<file path="src/rtl/stage3_ex_pkg.sv">
// stage3_ex_pkg: shared types, bus widths, opcode bit positions and store-lane
// helpers for the EX stage (stage3_ex) and its iterative divider (iter_div).
//   ds_to_es_t          : decoded instruction bus from ID (WIDTH_DS_TO_ES_BUS bits)
//   WIDTH_ES_TO_MS_BUS  : 173-bit bus toward MEM
//   WIDTH_ES_TO_DS_BUS  : 41-bit forwarding/stall bus back to ID
//   div_state_t         : DIV_IDLE / DIV_CALC / DIV_DONE
package stage3_ex_pkg;

  localparam int WIDTH_ES_TO_MS_BUS = 173;
  localparam int WIDTH_ES_TO_DS_BUS = 41;

  // div_op is {div.w, mod.w, div.wu, mod.wu}
  localparam int DIV_W  = 3;
  localparam int MOD_W  = 2;
  localparam int DIV_WU = 1;
  localparam int MOD_WU = 0;

  // st_op is {st.w, st.h, st.b}
  localparam int ST_W = 2;
  localparam int ST_H = 1;
  localparam int ST_B = 0;

  // one-hot alu_op bit positions
  localparam int ALU_ADD  = 0;
  localparam int ALU_SUB  = 1;
  localparam int ALU_SLT  = 2;
  localparam int ALU_SLTU = 3;
  localparam int ALU_AND  = 4;
  localparam int ALU_NOR  = 5;
  localparam int ALU_OR   = 6;
  localparam int ALU_XOR  = 7;
  localparam int ALU_SLL  = 8;
  localparam int ALU_SRL  = 9;
  localparam int ALU_SRA  = 10;
  localparam int ALU_LUI  = 11;

  typedef enum logic [1:0] {
    DIV_IDLE = 2'd0,
    DIV_CALC = 2'd1,
    DIV_DONE = 2'd2
  } div_state_t;

  // ID->EX bus. For div ops alu_src1/alu_src2 carry rj/rk; rkd is the
  // store data / csr write value.
  typedef struct packed {
    logic [31:0] pc;
    logic [11:0] alu_op;
    logic [31:0] alu_src1;
    logic [31:0] alu_src2;
    logic [31:0] rkd;
    logic        gr_we;
    logic        res_from_mem;
    logic [4:0]  dest;
    logic [2:0]  ld_op;
    logic [2:0]  st_op;
    logic [3:0]  div_op;
    logic [13:0] csr_num;
    logic [31:0] csr_wmask;
    logic        csr_write;
    logic        ertn;
    logic        csr;
    logic        ex_syscall;
    logic [14:0] code;
  } ds_to_es_t;

  localparam int WIDTH_DS_TO_ES_BUS = $bits(ds_to_es_t);

  // Byte enables for a store; halfword lanes follow addr[1] only, so a
  // misaligned st.h/st.w simply uses the aligned lanes.
  function automatic logic [3:0] st_lane_we(input logic [2:0] st_op,
                                            input logic [1:0] addr);
    logic [3:0] we;
    we = 4'b0000;
    if (st_op[ST_W]) begin
      we = 4'b1111;
    end else if (st_op[ST_H]) begin
      we = 4'b0011 << {addr[1], 1'b0};
    end else if (st_op[ST_B]) begin
      we = 4'b0001 << addr;
    end else begin
      we = 4'b0000;
    end
    return we;
  endfunction

  // Store data replicated over every lane the access could land on.
  function automatic logic [31:0] st_lane_wdata(input logic [2:0] st_op,
                                                input logic [31:0] rkd);
    logic [31:0] wd;
    wd = 32'd0;
    if (st_op[ST_W]) begin
      wd = rkd;
    end else if (st_op[ST_H]) begin
      wd = {2{rkd[15:0]}};
    end else begin
      wd = {4{rkd[7:0]}};
    end
    return wd;
  endfunction

endpackage

</file>
<file path="src/rtl/stage3_ex_iter_div.sv">
// iter_div: iterative restoring 32-bit divider, one quotient bit per cycle.
// Ports:
//   clk, reset (async, active-high), flush (forces IDLE)
//   start     : begin a division when IDLE
//   signed_op : operands are two's complement
//   a, b      : dividend, divisor
//   ack       : consumer took the result; DONE -> IDLE
//   done      : result valid (state DONE)
//   q, r      : sign-corrected quotient and remainder
// Divide by zero falls out of the algorithm: every trial subtract succeeds,
// giving an all-ones quotient and a remainder equal to the dividend.
module iter_div
  import stage3_ex_pkg::*;
#(
  parameter int DIV_STEPS = 32
) (
  input  logic        clk,
  input  logic        reset,
  input  logic        flush,
  input  logic        start,
  input  logic        signed_op,
  input  logic [31:0] a,
  input  logic [31:0] b,
  input  logic        ack,
  output logic        done,
  output logic [31:0] q,
  output logic [31:0] r
);

  localparam logic [5:0] LAST_CNT = 6'(DIV_STEPS - 1);

  div_state_t  state_r;
  logic [5:0]  cnt_r;
  logic [31:0] quo_r;
  logic [31:0] rem_r;
  logic [31:0] dvsr_r;
  logic        q_sign_r;
  logic        r_sign_r;

  logic [31:0] a_abs_s;
  logic [31:0] b_abs_s;
  logic [32:0] rem_shift_s;
  logic [31:0] diff_s;
  logic        ge_s;

  // Operand magnitudes and one restoring trial-subtract step
  always_comb begin
    a_abs_s     = (signed_op & a[31]) ? (32'd0 - a) : a;
    b_abs_s     = (signed_op & b[31]) ? (32'd0 - b) : b;
    rem_shift_s = {rem_r, quo_r[31]};
    ge_s        = (rem_shift_s >= {1'b0, dvsr_r});
    // when ge_s holds the true difference fits in 32 bits
    diff_s      = rem_shift_s[31:0] - dvsr_r;
  end

  // Divider FSM and datapath registers
  always_ff @(posedge clk or posedge reset) begin
    if (reset) begin
      state_r  <= DIV_IDLE;
      cnt_r    <= 6'd0;
      quo_r    <= 32'd0;
      rem_r    <= 32'd0;
      dvsr_r   <= 32'd0;
      q_sign_r <= 1'b0;
      r_sign_r <= 1'b0;
    end else if (flush) begin
      state_r <= DIV_IDLE;
      cnt_r   <= 6'd0;
    end else begin
      case (state_r)
        DIV_IDLE: begin
          if (start) begin
            quo_r    <= a_abs_s;
            rem_r    <= 32'd0;
            dvsr_r   <= b_abs_s;
            q_sign_r <= signed_op & (a[31] ^ b[31]);
            r_sign_r <= signed_op & a[31];
            cnt_r    <= 6'd0;
            state_r  <= DIV_CALC;
          end else begin
            state_r <= DIV_IDLE;
          end
        end
        DIV_CALC: begin
          rem_r <= ge_s ? diff_s : rem_shift_s[31:0];
          quo_r <= {quo_r[30:0], ge_s};
          cnt_r <= cnt_r + 6'd1;
          if (cnt_r == LAST_CNT) begin
            state_r <= DIV_DONE;
          end else begin
            state_r <= DIV_CALC;
          end
        end
        DIV_DONE: begin
          if (ack) begin
            state_r <= DIV_IDLE;
          end else begin
            state_r <= DIV_DONE;
          end
        end
        default: begin
          state_r <= DIV_IDLE;
        end
      endcase
    end
  end

  // Sign correction of the unsigned result
  always_comb begin
    done = (state_r == DIV_DONE);
    q    = q_sign_r ? (32'd0 - quo_r) : quo_r;
    r    = r_sign_r ? (32'd0 - rem_r) : rem_r;
  end

endmodule

</file>
<file path="src/rtl/stage3_ex.sv">
// stage3_ex: execute stage of the 5-stage LoongArch pipeline (ID -> EX -> MEM).
// Latches ds_to_es_bus, runs the inline ALU and the iterative divider, issues
// the data SRAM request and builds the MEM and ID-forwarding buses.
// Ports:
//   clk, reset (async, active-high)
//   ertn_flush, has_int, wb_ex : flush requests (ORed)
//   ds_to_es_valid, ds_to_es_bus, es_allow_in : ID handshake
//   ms_allow_in, es_to_ms_valid, es_to_ms_bus : MEM handshake (173-bit bus)
//   es_to_ds_bus  : {gr_we, dest, result, res_from_mem, csr, busy}
//   if_ms_has_int : MEM holds an exception, suppress this store's byte enables
//   data_sram_en/we/addr/wdata : data SRAM request
// Optional build macro EX_DIV_STALL_CNT_EN adds output div_stall_cnt[31:0],
// a free-running count of cycles EX holds a valid but unfinished instruction.
module stage3_ex
  import stage3_ex_pkg::*;
#(
  parameter int DIV_STEPS = 32
) (
  input  logic                          clk,
  input  logic                          reset,
  input  logic                          ertn_flush,
  input  logic                          has_int,
  input  logic                          wb_ex,
  input  logic                          ds_to_es_valid,
  output logic                          es_allow_in,
  input  logic [WIDTH_DS_TO_ES_BUS-1:0] ds_to_es_bus,
  input  logic                          ms_allow_in,
  output logic                          es_to_ms_valid,
  output logic [WIDTH_ES_TO_MS_BUS-1:0] es_to_ms_bus,
  output logic [WIDTH_ES_TO_DS_BUS-1:0] es_to_ds_bus,
  input  logic                          if_ms_has_int,
  output logic                          data_sram_en,
  output logic [3:0]                    data_sram_we,
  output logic [31:0]                   data_sram_addr,
  output logic [31:0]                   data_sram_wdata
`ifdef EX_DIV_STALL_CNT_EN
  ,
  output logic [31:0]                   div_stall_cnt
`endif
);

  logic      es_valid_r;
  ds_to_es_t es_bus_r;

  logic        flush_s;
  logic        is_div_s;
  logic        div_done_s;
  logic        es_ready_go_s;
  logic        es_load_s;
  logic        es_store_s;
  logic        div_busy_s;
  logic [31:0] div_q_s;
  logic [31:0] div_r_s;
  logic [31:0] alu_result_s;
  logic [31:0] sra_res_s;
  logic [31:0] es_result_s;

  assign flush_s       = ertn_flush | has_int | wb_ex;
  assign is_div_s      = |es_bus_r.div_op;
  assign es_ready_go_s = ~is_div_s | div_done_s;
  assign es_allow_in   = ~es_valid_r | (es_ready_go_s & ms_allow_in);
  assign es_load_s     = |es_bus_r.ld_op;
  assign es_store_s    = |es_bus_r.st_op;
  assign div_busy_s    = es_valid_r & is_div_s & ~es_ready_go_s;

  // Valid bit: flush drops the instruction, otherwise follow ID when allowed
  always_ff @(posedge clk or posedge reset) begin
    if (reset) begin
      es_valid_r <= 1'b0;
    end else if (flush_s) begin
      es_valid_r <= 1'b0;
    end else if (es_allow_in) begin
      es_valid_r <= ds_to_es_valid;
    end else begin
      es_valid_r <= es_valid_r;
    end
  end

  // Instruction bus register
  always_ff @(posedge clk or posedge reset) begin
    if (reset) begin
      es_bus_r <= '0;
    end else if (ds_to_es_valid & es_allow_in) begin
      es_bus_r <= ds_to_es_bus;
    end else begin
      es_bus_r <= es_bus_r;
    end
  end

  iter_div #(
    .DIV_STEPS(DIV_STEPS)
  ) u_div (
    .clk      (clk),
    .reset    (reset),
    .flush    (flush_s),
    .start    (es_valid_r & is_div_s & ~flush_s),
    .signed_op(es_bus_r.div_op[DIV_W] | es_bus_r.div_op[MOD_W]),
    .a        (es_bus_r.alu_src1),
    .b        (es_bus_r.alu_src2),
    .ack      (ms_allow_in),
    .done     (div_done_s),
    .q        (div_q_s),
    .r        (div_r_s)
  );

  // ALU: one-hot op select, every lane masked then ORed
  always_comb begin
    sra_res_s    = 32'($signed(es_bus_r.alu_src1) >>> es_bus_r.alu_src2[4:0]);
    alu_result_s =
        ({32{es_bus_r.alu_op[ALU_ADD]}}  & (es_bus_r.alu_src1 + es_bus_r.alu_src2))
      | ({32{es_bus_r.alu_op[ALU_SUB]}}  & (es_bus_r.alu_src1 - es_bus_r.alu_src2))
      | ({32{es_bus_r.alu_op[ALU_SLT]}}  &
         {31'd0, $signed(es_bus_r.alu_src1) < $signed(es_bus_r.alu_src2)})
      | ({32{es_bus_r.alu_op[ALU_SLTU]}} & {31'd0, es_bus_r.alu_src1 < es_bus_r.alu_src2})
      | ({32{es_bus_r.alu_op[ALU_AND]}}  & (es_bus_r.alu_src1 & es_bus_r.alu_src2))
      | ({32{es_bus_r.alu_op[ALU_NOR]}}  & ~(es_bus_r.alu_src1 | es_bus_r.alu_src2))
      | ({32{es_bus_r.alu_op[ALU_OR]}}   & (es_bus_r.alu_src1 | es_bus_r.alu_src2))
      | ({32{es_bus_r.alu_op[ALU_XOR]}}  & (es_bus_r.alu_src1 ^ es_bus_r.alu_src2))
      | ({32{es_bus_r.alu_op[ALU_SLL]}}  & (es_bus_r.alu_src1 << es_bus_r.alu_src2[4:0]))
      | ({32{es_bus_r.alu_op[ALU_SRL]}}  & (es_bus_r.alu_src1 >> es_bus_r.alu_src2[4:0]))
      | ({32{es_bus_r.alu_op[ALU_SRA]}}  & sra_res_s)
      | ({32{es_bus_r.alu_op[ALU_LUI]}}  & es_bus_r.alu_src2);
  end

  // Final result: divider output for div ops, mod variants pick the remainder
  always_comb begin
    if (is_div_s) begin
      if (es_bus_r.div_op[MOD_W] | es_bus_r.div_op[MOD_WU]) begin
        es_result_s = div_r_s;
      end else begin
        es_result_s = div_q_s;
      end
    end else begin
      es_result_s = alu_result_s;
    end
  end

  assign es_to_ms_valid = es_valid_r & es_ready_go_s & ~flush_s;

  assign es_to_ms_bus = {es_bus_r.code,          // [172:158]
                         es_bus_r.ex_syscall,    // [157]
                         es_bus_r.rkd,           // [156:125] csr_wvalue
                         es_bus_r.csr,           // [124]
                         es_bus_r.ertn,          // [123]
                         es_bus_r.csr_write,     // [122]
                         es_bus_r.csr_wmask,     // [121:90]
                         es_bus_r.csr_num,       // [89:76]
                         es_bus_r.ld_op,         // [75:73]
                         alu_result_s[1:0],      // [72:71]
                         es_result_s,            // [70:39]
                         es_bus_r.dest,          // [38:34]
                         es_bus_r.res_from_mem,  // [33]
                         es_bus_r.gr_we,         // [32]
                         es_bus_r.pc};           // [31:0]

  assign es_to_ds_bus = {es_valid_r & es_bus_r.gr_we,
                         es_bus_r.dest,
                         es_result_s,
                         es_valid_r & es_bus_r.res_from_mem,
                         es_valid_r & es_bus_r.csr,
                         div_busy_s};

  // Data SRAM request; the access still goes out under if_ms_has_int but
  // writes nothing, so the instruction can flow on to MEM
  always_comb begin
    data_sram_en    = es_valid_r & (es_load_s | es_store_s) & ~flush_s;
    data_sram_addr  = alu_result_s;
    data_sram_wdata = st_lane_wdata(es_bus_r.st_op, es_bus_r.rkd);
    if (if_ms_has_int | es_bus_r.ex_syscall | es_bus_r.ertn | flush_s) begin
      data_sram_we = 4'b0000;
    end else if (es_valid_r & es_store_s) begin
      data_sram_we = st_lane_we(es_bus_r.st_op, alu_result_s[1:0]);
    end else begin
      data_sram_we = 4'b0000;
    end
  end

`ifdef EX_DIV_STALL_CNT_EN
  // Stall cycle counter: wraps naturally, flush does not clear it
  always_ff @(posedge clk or posedge reset) begin
    if (reset) begin
      div_stall_cnt <= 32'd0;
    end else if (es_valid_r & ~es_ready_go_s) begin
      div_stall_cnt <= div_stall_cnt + 32'd1;
    end else begin
      div_stall_cnt <= div_stall_cnt;
    end
  end
`endif

endmodule

</file>
<file path="config.mk">
export PLATFORM = sky130hd
export DESIGN_NAME = stage3_ex
export DESIGN_NICKNAME = d
export VERILOG_FILES = /design/src/rtl/stage3_ex_pkg.sv /design/src/rtl/stage3_ex_iter_div.sv /design/src/rtl/stage3_ex.sv
export SDC_FILE = /design/constraint.sdc
export NUM_CORES = 2
export LEC_CHECK = 0
export ABC_AREA = 1
export CORE_MARGIN = 10
export CORE_UTILIZATION = 30
export CTS_BUF_LIST = sky130_fd_sc_hd__clkbuf_8
export CTS_CLUSTER_SIZE = 14
export DETAILED_ROUTE_END_ITERATION = 10
export PLACE_DENSITY = 0.56
export SLEW_MARGIN = 5
export SYNTH_ARGS = -nofsm -noshare
export SYNTH_HDL_FRONTEND = slang
export SYNTH_SLANG_ARGS = --single-unit
</file>
<file path="constraint.sdc">
create_clock -name clk -period 17.4 [get_ports clk]
set_clock_uncertainty 0.1 [all_clocks]
set_input_delay 1.74 -clock clk [delete_from_list [all_inputs] [get_ports clk]]
set_output_delay 1.74 -clock clk [all_outputs]
set_load 0.01 [all_outputs]
</file>
---- Word-level counts from Yosys, hierarchy flattened ----
Index checks and enable logic that the tools add are counted.
word-level totals
  register bits ........................... 329
  bits of input ports ..................... 230
  output and inout bits ................... 285
  word-level logic and storage cells ...... 143
cells by class
  $add $sub $neg .......................... 8
  magnitude comparators ................... 3
  equal/unequal tests ..................... 5
  shift-type cells ........................ 5
  muxes and demuxes ....................... 28
  bitwise logic cells ..................... 58
  reductions and logical operators ........ 10
operators by type and width
  cell                     count
  $or A32 B32 Y32          12
  $and A32 B32 Y32         11
  $mux W32                 11
  $pmux W32 S2             2
  $sub A1 B32 Y32 const A  4
  $and A32 B1 Y32          2
  $lt A32 B32 Y1           2
  $sub A32 B32 Y32         2
  $ge A33 B32 Y1           1
  $add A32 B32 Y32         1
  $not A32 Y32             1
  $shl A32 B5 Y32          1
  $shr A32 B5 Y32          1
  $sshr A32 B5 Y32         1
  $xor A32 B32 Y32         1
  $mux W4                  5
  $and A1 B1 Y1            16
  $mux W6                  2
  $pmux W6 S2              1
  $or A1 B1 Y1             10
  $add A6 B1 Y6 const B    1
  $eq A6 B5 Y1 const B     1
  $mux W2                  3
  $pmux W2 S3              1
  other kinds (16)         24

---- Longest topological paths before layout ----
  depth in word-level cells ............... 19
  mapped depth ............................ 23
  gate-level depth less buffers ........... 19

---- Cells and area by module ----
From an unflattened synthesis, not the netlist that was laid out.
unflattened totals
  cells, all modules ...................... 4803
  area total of the unflattened synthesis .. 31119.8 µm²
by module, submodules not included
  module     times used  cells an instance  area each (µm²)  seq. area each (µm²)
  stage3_ex  1           2990               20287.0          5580.4
  iter_div   1           1813               10832.9          2652.5

---- Worst setup path after synthesis ----
No wires, ideal clock.
  path type ............................... flip-flop to output port
  from .................................... register es_bus_r[116] (netlist name)
  to ...................................... output es_to_ms_bus[39]
  data arrival time ....................... 3.003 ns
  data required time ...................... 15.560 ns
  path slack .............................. 12.557 ns
  stages on the path, launching flop included .. 21
  path buffers ............................ 5
  cells stage by stage .................... dfrtp_1 buf_2 inv_2 buf_2 buf_2 buf_2 ha_1 inv_1 nand2_1 nand2_1 nand3_1 nand2_1 nand3_1 nand2_1 nand2_1 nand3_1 nand3_1 nand2_2 inv_1 o21ai_0 buf_4
between the ends
  cells in the longest elaborated chain, start to end .. 13
  elaborated cells between the ends (all ways) .. 21
  those cells by class .................... order compare (2); shift (3); mux (1); bitwise (15)
ends and longest elaborated chain
  item                    RTL line          text
  start, declared         stage3_ex.sv:43   ds_to_es_t es_bus_r;
  start signal, assigned  stage3_ex.sv:84   es_bus_r <= ds_to_es_bus;
  start signal, assigned  stage3_ex.sv:86   es_bus_r <= es_bus_r;
  $lt A32 B32 Y1          stage3_ex.sv:113  {31'd0, $signed(es_bus_r.alu_src1) < $signed(es_bus_r.alu_src2)})
  $and A32 B1 Y32         stage3_ex.sv:112  | ({32{es_bus_r.alu_op[ALU_SLT]}} &
  $or A32 B32 Y32         stage3_ex.sv:112
  $or A32 B32 Y32         stage3_ex.sv:114  | ({32{es_bus_r.alu_op[ALU_SLTU]}} & {31'd0, es_bus_r.alu_src1 < es_bus_r.alu_src2})
  $or A32 B32 Y32         stage3_ex.sv:115  | ({32{es_bus_r.alu_op[ALU_AND]}} & (es_bus_r.alu_src1 & es_bus_r.alu_src2))
  $or A32 B32 Y32         stage3_ex.sv:116  | ({32{es_bus_r.alu_op[ALU_NOR]}} & ~(es_bus_r.alu_src1 | es_bus_r.alu_src2))
  $or A32 B32 Y32         stage3_ex.sv:117  | ({32{es_bus_r.alu_op[ALU_OR]}} & (es_bus_r.alu_src1 | es_bus_r.alu_src2))
  $or A32 B32 Y32         stage3_ex.sv:118  | ({32{es_bus_r.alu_op[ALU_XOR]}} & (es_bus_r.alu_src1 ^ es_bus_r.alu_src2))
  $or A32 B32 Y32         stage3_ex.sv:119  | ({32{es_bus_r.alu_op[ALU_SLL]}} & (es_bus_r.alu_src1 << es_bus_r.alu_src2[4:0]))
  $or A32 B32 Y32         stage3_ex.sv:120  | ({32{es_bus_r.alu_op[ALU_SRL]}} & (es_bus_r.alu_src1 >> es_bus_r.alu_src2[4:0]))
  $or A32 B32 Y32 (*)     stage3_ex.sv:121  | ({32{es_bus_r.alu_op[ALU_SRA]}} & sra_res_s)
  $or A32 B32 Y32 (*)     stage3_ex.sv:122  | ({32{es_bus_r.alu_op[ALU_LUI]}} & es_bus_r.alu_src2);
  via data_sram_addr[0]   stage3_ex.sv:34   output logic [31:0] data_sram_addr,
  $mux W32 (*)            stage3_ex.sv:127  if (is_div_s) begin
  end, declared           stage3_ex.sv:29   output logic [WIDTH_ES_TO_MS_BUS-1:0] es_to_ms_bus,
The timed path passes the listed nets; every way through them passes the cells marked *.

---- Worst setup path after layout ----
  from .................................... register es_bus_r[114] (netlist name)
  to ...................................... output es_to_ds_bus[13]
between the ends
  cells in the longest elaborated chain, start to end .. 14
  elaborated cells between the ends (all ways) .. 22
  those cells by class .................... add/sub (2); shift (3); mux (1); bitwise (16)
ends and longest elaborated chain
  item                                                  RTL line                            text
  $add A32 B32 Y32 or $sub A32 B32 Y32 (tied branches)  stage3_ex.sv:110, stage3_ex.sv:111
  $and A32 B32 Y32, on equally long branches            stage3_ex.sv:110, stage3_ex.sv:111
  $or A32 B32 Y32                                       stage3_ex.sv:111                    | ({32{es_bus_r.alu_op[ALU_SUB]}} & (es_bus_r.alu_src1 - es_bus_r.alu_src2))
  $or A32 B32 Y32                                       stage3_ex.sv:112
  $or A32 B32 Y32                                       stage3_ex.sv:114
  $or A32 B32 Y32                                       stage3_ex.sv:115
  $or A32 B32 Y32                                       stage3_ex.sv:116
  $or A32 B32 Y32                                       stage3_ex.sv:117
  $or A32 B32 Y32                                       stage3_ex.sv:118
  $or A32 B32 Y32                                       stage3_ex.sv:119
  $or A32 B32 Y32                                       stage3_ex.sv:120
  $or A32 B32 Y32 (*)                                   stage3_ex.sv:121
  $or A32 B32 Y32 (*)                                   stage3_ex.sv:122
  $mux W32 (*)                                          stage3_ex.sv:127
  end, declared                                         stage3_ex.sv:30                     output logic [WIDTH_ES_TO_DS_BUS-1:0] es_to_ds_bus,
Every way passes the cells marked *; elsewhere a longest branch is shown, timed or not.

==> flow_summary.yaml <==
place:
  dp_cells: 6058
  io_buffers: 514
  place_ws_ns: 11.18
  place.gp.congestion: 1.138
  hpwl_mm: 135.4
worst_setup_path:
  r2r-start: "es_bus_r[67]$_DFFE_PP0P_"
  worstPathCellList: "buf_4, inv_2, nand2_1, nand2_1, nand2_1, nand2_1, nand2_1, o21ai_0, a21boi_1, nor2_1, o21ai_1, nand4_1, nand2_1, nand2_1, clkdlybuf4s50_1"
  worstRegToRegCells: 12
  critPathCaptureType: "output port"
  endpoint: "es_to_ds_bus[13]"
  cp_top_family: "buffers and inverters"
  r2r-end: "es_bus_r[172]$_DFFE_PP0P_"
  cpPeakStageDelay_ns: 0.70
  critPathSlowestCell: "clkdlybuf4s50_1"
  start_kind: "register"
  path_class: "reg -> out"
  rrSetupSlack_ns: 12.42
  cp.required_ns: 15.56
  cp.depth: 15
  critPathLaunch: "es_bus_r[114]$_DFFE_PP0P_"
  cp.arrival_ns: 5.36
  path_max_fanout: 43
  critPathBufInv: 3
  worst_path_most_repeated_cell: "nand2_1"
logic_synthesis:
  async_reset_ff_share_pct: 100.0
  synthCells: 4587
  synth_flop_cell: "dfrtp_1"
  synth_edf_count: 0
  yosysSeqAreaShare_pct: 27.25
  synth_cell_types: 60
  synth_top_area_share_pct: 27.25
  ys_ff_latch: 329
  postSynthAreaPerCell_sq_um: 6.586
  netlist_top_cells_area: "dfrtp_1 27%, nand2_1 15%, nand3_1 7.9%, a21oi_1 6.0%, ha_1 5.5%"
  syn-cell-area_sq_um: 30210
  yosysWarnings: 0
  synth_nets: 4954
  synth_top_area_cell: "dfrtp_1"
drt:
  wirelength_mm: 170.5
  detail_route.iter0.violations: 5060
  ant_nets: 0
  vias: 34830
  drc_errors: 0
  dr.pass1.iters: 8
  wl_per_cell_um: 27.55
  viasPerCell: 5.629
clock_network:
  clock_path_buffers: 3
  cts-hold-fix-buffers: 0
  cts_root_buffer: "clkbuf_8"
  cts_sinks: 329
  htreeDepth: 3
  clock_latency_ns: 0.75
  post_cts_buffers: 0
  path_clk_slew_ns: 0.06
  cts_tree: "yes"
  cts_resized: 0
  cts_buffers: 70
timing:
  fmax_mhz: 138.9
  hold_viol_final: 0
  slew_viol_final: 0
  fin_crit_sh_pct: 41.38
  setup_ws_ns: 10.20
  slew_headroom_pct: 35.42
  timing.setup.tns_ns: 0
  finalSetupViolCount: 0
  period_minus_slack_ns: 7.200
  rsz0062_at_grt: "false"
  worst_pin_slew_ns: 0.9687
power:
  internal_power_mw: 1.955
  power.leakage_nw: 17.07
  clockPowerShare_pct: 27.5
  p_comb_share_pct: 45.1
  p_sw_share_pct: 45.70
  power_density_nw_per_um2: 98.15
  vdd.ir_drop.worst_mv: 0.06591
  seq_power_share_pct: 27.4
  switching_power_mw: 1.645
run:
  cap_violations: 0
global_routing:
  grt_pass1_wl_mm: 237.6
  grt_pass1_vias: 32640
  antenna_found_initial: 10
  grt_max_degree: 121
  grt-ovfl-total: 0
  track_usage_pct: 28.65
outcome:
  status: "finished clean"
floorplanning:
  num_rows: 116
  io_pins: 515
  coreArea_sq_um: 100000
  die_w_um: 337.3
  initial_core_util_pct: 30.21
  dieArea_sq_um: 113800
  die_h_um: 337.3
finish:
  nets: 5199
  fin_cells: 6187
  drive_above_1_share_pct: 6.774
  fin_util_pct: 36.68
  area_delta_synth_final_pct: 21.42
hold_path:
  hp-class: "reg -> reg"
## power groups by stage
stage | combinational (mW) | sequential [mW] | clock [mW]
2_1_floorplan | 0.952 | 0.932 | 0
3_3_place_gp | 1.57 | 0.989 | 0
3_5_place_dp | 1.57 | 0.992 | 0
4_1_cts | 1.57 | 0.980 | 1.01
5_1_grt | 1.72 | 0.992 | 1.05
6_report | 1.62 | 0.986 | 0.991
## synthesized netlist by cell type (all sizes together), types with 20 or more instances
cell type / n
a21oi: 363
buf: 289
clkbuf: 99
dfrtp: 329
ha: 134
inv: 416
mux2: 138
nand2: 1193
nand3: 475
nand4: 46
nor2: 432
nor3: 52
o211ai: 50
o21a: 20
o21ai: 329
xor2: 56
## sequential cells by signal, summed over array words and instances (netlist names)
signal	count
u_div.cnt_r	6
es_to_ds_bus	5
u_div.r_sign_r	1
u_div.rem_r	32
u_div.state_r	2
u_div.quo_r	32
es_to_ms_bus	134
u_div.q_sign_r	1
u_div.dvsr_r	32
es_bus_r	83
es_valid_r	1
## stage by stage
stage	instance area (sq um)	hold slack (ns)	power, mW
after detailed placement	35060	0.3708	2.558
after CTS	36680	0.3791	3.569
after floorplan	30210	0.3441	1.884
after global routing	36680	0.4016	3.759
final	36680	0.3742	3.601
after global placement	35060	0.3600	2.563
## layout by cell type (no fill, tap or decap), types with 16 or more instances in the layout
cell type / instances
xor2_1: 56
dfrtp_1: 327
o22ai_1: 18
o21a_1: 20
nor3_1: 46
nor2_1: 419
a21oi_1: 361
ha_1: 134
nand3_1: 474
nand2_1: 1188
o21ai_1: 16
clkbuf_8: 89
inv_1: 417
o211ai_1: 50
clkdlybuf4s50_1: 514
buf_4: 47
o21ai_0: 310
mux2_2: 119
nand4_1: 46
mux2_1: 19
## logic make-up after synthesis
logic type | count (synthesis) | synth area share [%]
compound gates | 862 | 15.79
xor+xnor | 67 | 1.942
fa+ha+maj | 137 | 5.748
buf+inv | 809 | 12.86
flops | 329 | 27.25
mux | 142 | 5.276
simple gates | 2241 | 31.14
## worst min-delay path by stage
stage | end | slack [ns] | cells after the start | start
2_1_floorplan | u_div.cnt_r[3]$_DFFE_PP0P_ | 0.34 | 1 | u_div.cnt_r[3]$_DFFE_PP0P_
3_3_place_gp | u_div.cnt_r[3]$_DFFE_PP0P_ | 0.36 | 1 | u_div.cnt_r[3]$_DFFE_PP0P_
3_5_place_dp | u_div.cnt_r[3]$_DFFE_PP0P_ | 0.37 | 1 | u_div.cnt_r[3]$_DFFE_PP0P_
4_1_cts | u_div.cnt_r[3]$_DFFE_PP0P_ | 0.38 | 1 | u_div.cnt_r[3]$_DFFE_PP0P_
5_1_grt | u_div.cnt_r[3]$_DFFE_PP0P_ | 0.40 | 1 | u_div.cnt_r[3]$_DFFE_PP0P_
6_report | u_div.cnt_r[3]$_DFFE_PP0P_ | 0.37 | 1 | u_div.cnt_r[3]$_DFFE_PP0P_
## layout make-up
| cell class | count | area (sq um) |
|---|---|---|
| diodes | 3 | 7.507 |
| repair buffers | 561 | 5498 |
| inverters | 421 | 1588 |
| well taps | 1298 | 1624 |
| flip-flops and latches | 329 | 8235 |
| fillers | 10890 | 63320 |
| clock buffers | 89 | 1225 |
| clock inverters | 37 | 387.9 |
| multi-input cells | 3449 | 18120 |
## layer usage
layer  global-route usage, %  up-vias  wire, um
li1                        -    15530         -
met1                   36.27    16460     66680
met2                   42.41     2355     71110
met3                   10.53      455     22550
met4                   14.31       18      9985
met5                       0        -       127
No activity file was read; power rests on OpenSTA's default activity.
